===== src/rtl/alu_8bit.sv =====
// Registered 8-bit ALU (add/sub/logic/shift/set-less-than) with ZF/SF/OF/CF; optional rotates under ALU_ROTATE_EN.
// Latency 1 cycle; accepts a new operation every clock.
// No backpressure: no enable, every rising edge loads a new result.
module alu_8bit (
    input  logic       clk,
    input  logic       rst_n,
    input  logic [7:0] A,
    input  logic [7:0] B,
    input  logic [3:0] aluop,
    output logic [7:0] alu_res,
    output logic       ZF,
    output logic       SF,
    output logic       OF,
    output logic       CF
);

    localparam logic [3:0] OP_ADD  = 4'b0000;
    localparam logic [3:0] OP_SUB  = 4'b0001;
    localparam logic [3:0] OP_AND  = 4'b0010;
    localparam logic [3:0] OP_OR   = 4'b0011;
    localparam logic [3:0] OP_NOT  = 4'b0100;
    localparam logic [3:0] OP_XOR  = 4'b0101;
    localparam logic [3:0] OP_SHL  = 4'b0110;
    localparam logic [3:0] OP_SHR  = 4'b0111;
    localparam logic [3:0] OP_SAR  = 4'b1000;
    localparam logic [3:0] OP_SLT  = 4'b1001;
    localparam logic [3:0] OP_SLTU = 4'b1010;
`ifdef ALU_ROTATE_EN
    localparam logic [3:0] OP_ROL  = 4'b1011;
    localparam logic [3:0] OP_ROR  = 4'b1100;
`endif

    logic       is_sub;
    logic [7:0] b_op;
    logic [8:0] sum;
    logic [2:0] sh;
    logic [7:0] res_nxt;
    logic       of_nxt;
    logic       cf_nxt;

    // Single shared adder: SUB is A + ~B + 1
    assign is_sub = (aluop == OP_SUB);
    assign b_op   = is_sub ? ~B : B;
    assign sum    = {1'b0, A} + {1'b0, b_op} + {8'b0, is_sub};
    assign sh     = B[2:0];

`ifdef ALU_ROTATE_EN
    logic [15:0] rol_ext;
    logic [15:0] ror_ext;
    assign rol_ext = {A, A} << sh;
    assign ror_ext = {A, A} >> sh;
`endif

    always_comb begin
        res_nxt = 8'h00;
        of_nxt  = 1'b0;
        cf_nxt  = 1'b0;
        case (aluop)
            OP_ADD: begin
                res_nxt = sum[7:0];
                cf_nxt  = sum[8];
                of_nxt  = (A[7] == B[7]) && (sum[7] != A[7]);
            end
            OP_SUB: begin
                res_nxt = sum[7:0];
                cf_nxt  = ~sum[8];
                of_nxt  = (A[7] != B[7]) && (sum[7] != A[7]);
            end
            OP_AND:  res_nxt = A & B;
            OP_OR:   res_nxt = A | B;
            OP_NOT:  res_nxt = ~A;
            OP_XOR:  res_nxt = A ^ B;
            OP_SHL:  res_nxt = A << sh;
            OP_SHR:  res_nxt = A >> sh;
            OP_SAR:  res_nxt = $unsigned($signed(A) >>> sh);
            OP_SLT:  res_nxt = {7'b0, ($signed(A) < $signed(B))};
            OP_SLTU: res_nxt = {7'b0, (A < B)};
`ifdef ALU_ROTATE_EN
            OP_ROL:  res_nxt = rol_ext[15:8];
            OP_ROR:  res_nxt = ror_ext[7:0];
`endif
            default: res_nxt = 8'h00;
        endcase
    end

    always_ff @(posedge clk) begin
        if (!rst_n) begin
            alu_res <= 8'h00;
            ZF      <= 1'b0;
            SF      <= 1'b0;
            OF      <= 1'b0;
            CF      <= 1'b0;
        end else begin
            alu_res <= res_nxt;
            ZF      <= (res_nxt == 8'h00);
            SF      <= res_nxt[7];
            OF      <= of_nxt;
            CF      <= cf_nxt;
        end
    end

endmodule


===== config.mk =====
export PLATFORM = sky130hd
export DESIGN_NAME = alu_8bit
export DESIGN_NICKNAME = d
export VERILOG_FILES = /design/src/rtl/alu_8bit.sv
export SDC_FILE = /design/constraint.sdc
export NUM_CORES = 1
export LEC_CHECK = 0
export ABC_AREA = 0
export ABC_CLOCK_PERIOD_IN_PS = 4890
export CORE_UTILIZATION = 60
export DETAILED_ROUTE_END_ITERATION = 8
export GPL_TIMING_DRIVEN = 1
export MAX_ROUTING_LAYER = met4
export PLACE_DENSITY = 0.88
export SLEW_MARGIN = 10
export SYNTH_ARGS = -nofsm -noshare
export SYNTH_HDL_FRONTEND = slang
export SYNTH_SLANG_ARGS = --single-unit

===== constraint.sdc =====
create_clock -name clk -period 4.89 [get_ports clk]
set_input_delay 0.489 -clock clk [delete_from_list [all_inputs] [get_ports clk]]
set_output_delay 0.489 -clock clk [all_outputs]
set_load 0.02 [all_outputs]

==> results.cfg <==
[cts]
clock-root-buffer = clkbuf_8
ctsHoldBuffers = 0
cts_post_setup_buffers_inserted = 0
htreeDepth = 1
cts-resized-gates = 0
clk_pin_slew_ns = 0.06
clock_sinks = 11
cts_buffer_depth = 2
cts_tree = done
cts-buffers-inserted = 3

[layout]
final_cell_mix = 34 x ha_1, 33 x clkdlybuf4s50_1, 19 x inv_1
drive_gt1_share_pct = 9.732
final_core_util_pct = 75.79
diodes = 0
post-route-cell-area_um2 = 2629
final_common_cell = ha_1
area_delta_synth_final_pct = 16.98
nets = 356
nFillCells = 285
final_cells = 344

[place]
place_area_um2 = 2584
port_buffers = 33
place_ws_ns = 1.040
gp_congestion = 0.9758
dp_hpwl_um = 4926
dp.cells = 340

[sta]
fin_crit_ns = 3.636
slew_viol_final = 0
finalSetupViolations = 0
max_slew_margin_pct = 42.37
fin_setup_tns_ns = 0
fin_crit_sh_pct = 74.36
hold_viol = 0
layout_setup_ws_ns = 1.254
worstMarginPinSlew_ns = 0.8578
fmax_mhz = 275.0
rsz0062_at_grt = no

[pwr]
p_clk_share_pct = 22.7
power.leakage_nw = 1.089
share_seq_of_total_power_pct = 22.6
max-vdd-ir-drop_v = 0.0001475
power_frac_comb_pct = 54.7
p_per_area_nw_per_um2 = 164.6
internal_power_w = 0.0002594
p_sw_w = 0.0001734
swShare_pct = 40.06

[drt]
vias = 2196
ant_nets = 0
viasPerCell = 6.384
drc = 0
firstDrtPassIters = 5
wire_per_inst_um = 19.11
wl_um = 6573
first_iter_violations = 359

[setup_path]
cp-start-kind = input pin
critPathMaxFanout = 17
crit_arrival_ns = 3.78
path_class = input pin to flop
required_ns = 5.04
crit_chain = clkdlybuf4s50_1 -> nor4b_2 -> buf_4 -> xnor2_1 -> inv_1 -> fa_1 -> nor2b_1 -> nor3_1 -> o21ai_0 -> xor2_1 -> a211oi_1 -> nand4_1 -> nor4_1
max_stage_delay_ns = 0.68
critPathCaptureType = flop
cpMaxStageDelayCell = clkdlybuf4s50_1

[synth]
syn_nets = 329
syn_area_per_cell_um2 = 8.262
ys_types = 63
synth_seq_cells = 11
syn_inst = 272
synth_area_leaders = ha_1 19%, dfxtp_1 9.8%, mux4_2 8.0%
synthArstFlopShare_pct = 0
synth_edf_count = 0
synth.top_cell.area_share_pct = 18.93
yosysTopAreaCell = ha_1
synth_ff_type = dfxtp_1
yosys_warnings = 0
ys_seq_area_share_pct = 9.800
syn_area_um2 = 2247

[global_routing]
grt_use_total_pct = 35.97
grt_pass1_wl_um = 10710
grt_max_degree = 23
overflow = 0
grt_antenna_before_repair = 0
first_global_vias = 2093

[floorplan]
die_width_um = 63.20
die-area_um2 = 3994
ioPinCount = 34
design.core.area_um2 = 3468
initial_core_util_pct = 64.79
core.rowCount = 21
die_y_um = 63.20

[run_status]
status = complete, no violations

[job]
maxCapViolCount = 0

[hold_path]
hold_class = input pin to flop
[worst paths after layout]
kind / startpoint / endpoint / slack [ns] / cells after the start
max: aluop[2] / ZF / 1.25 / 13
min: rst_n / alu_res[1] / 1.03 / 2
[Yosys cell counts (8+ instances only)]
master / count
o21ai_0: 9
nor2b_1: 8
nor2_1: 16
dfxtp_1: 11
a21oi_1: 16
nand2_1: 17
buf_2: 8
nor3_1: 11
inv_1: 19
ha_1: 34
xnor2_1: 11
mux4_2: 8
[critical path: cells and delay by family]
kind	cells	cell delay, ns
xor+xnor	2	0.28
simple gates	5	0.94
buf+inv	3	1.02
fa+ha+maj	1	0.43
compound gates	2	0.62
[stage by stage]
step	hold WS, ns	total power [W]
global placement	1.252	0.0003246
finish	1.033	0.0004328
floorplan	0.6065	0.0002557
CTS	1.039	0.0004272
global route	1.100	0.0004550
detailed placement	1.257	0.0003302
[routing by layer]
layer,part of all wire [%],track usage (%),wire length (um),vias to the layer above
li1,-,-,-,1048
met1,43,47.35,2824,1027
met2,47,54.84,3062,102
met3,7.8,6.522,512,19
met4,2.6,13.07,174,0
met5,0,-,0,-
[area by class of cell]
class / instances / area, um^2 / share of cell area [%]
well taps: 46 / 57.56 / 2.189
repair buffers: 40 / 382.9 / 14.56
inverters: 20 / 75.07 / 2.856
multi-input cells: 223 / 1848 / 70.30
clock buffers: 4 / 45.04 / 1.713
flip-flops and latches: 11 / 220.2 / 8.377
[kinds of logic after synthesis]
| kind of cell | after synthesis | synth area share, % |
|---|---|---|
| AOI/OAI and AO/OA | 70 | 21.49 |
| xor gates and xnor gates | 15 | 5.846 |
| adders and majority gates | 35 | 19.82 |
| buffers and inverters | 38 | 7.962 |
| DFF | 11 | 9.800 |
| muxes | 15 | 11.92 |
| and+or+nand+nor | 88 | 23.16 |
[sequential cells by signal (all words and copies together), names as in the netlist]
name	flops
CF	1
OF	1
ZF	1
alu_res	8
[power by group through the flow]
stage	logic (W)	clock network, W	registers [W]
6_report	0.000237	0.0000982	0.0000978
5_1_grt	0.000255	0.000102	0.0000983
2_1_floorplan	0.000148	0	0.000108
4_1_cts	0.000232	0.0000971	0.0000978
3_5_place_dp	0.000231	0	0.0000995
3_3_place_gp	0.000225	0	0.0000992
Note: power is estimated with default switching activity, not from simulation.
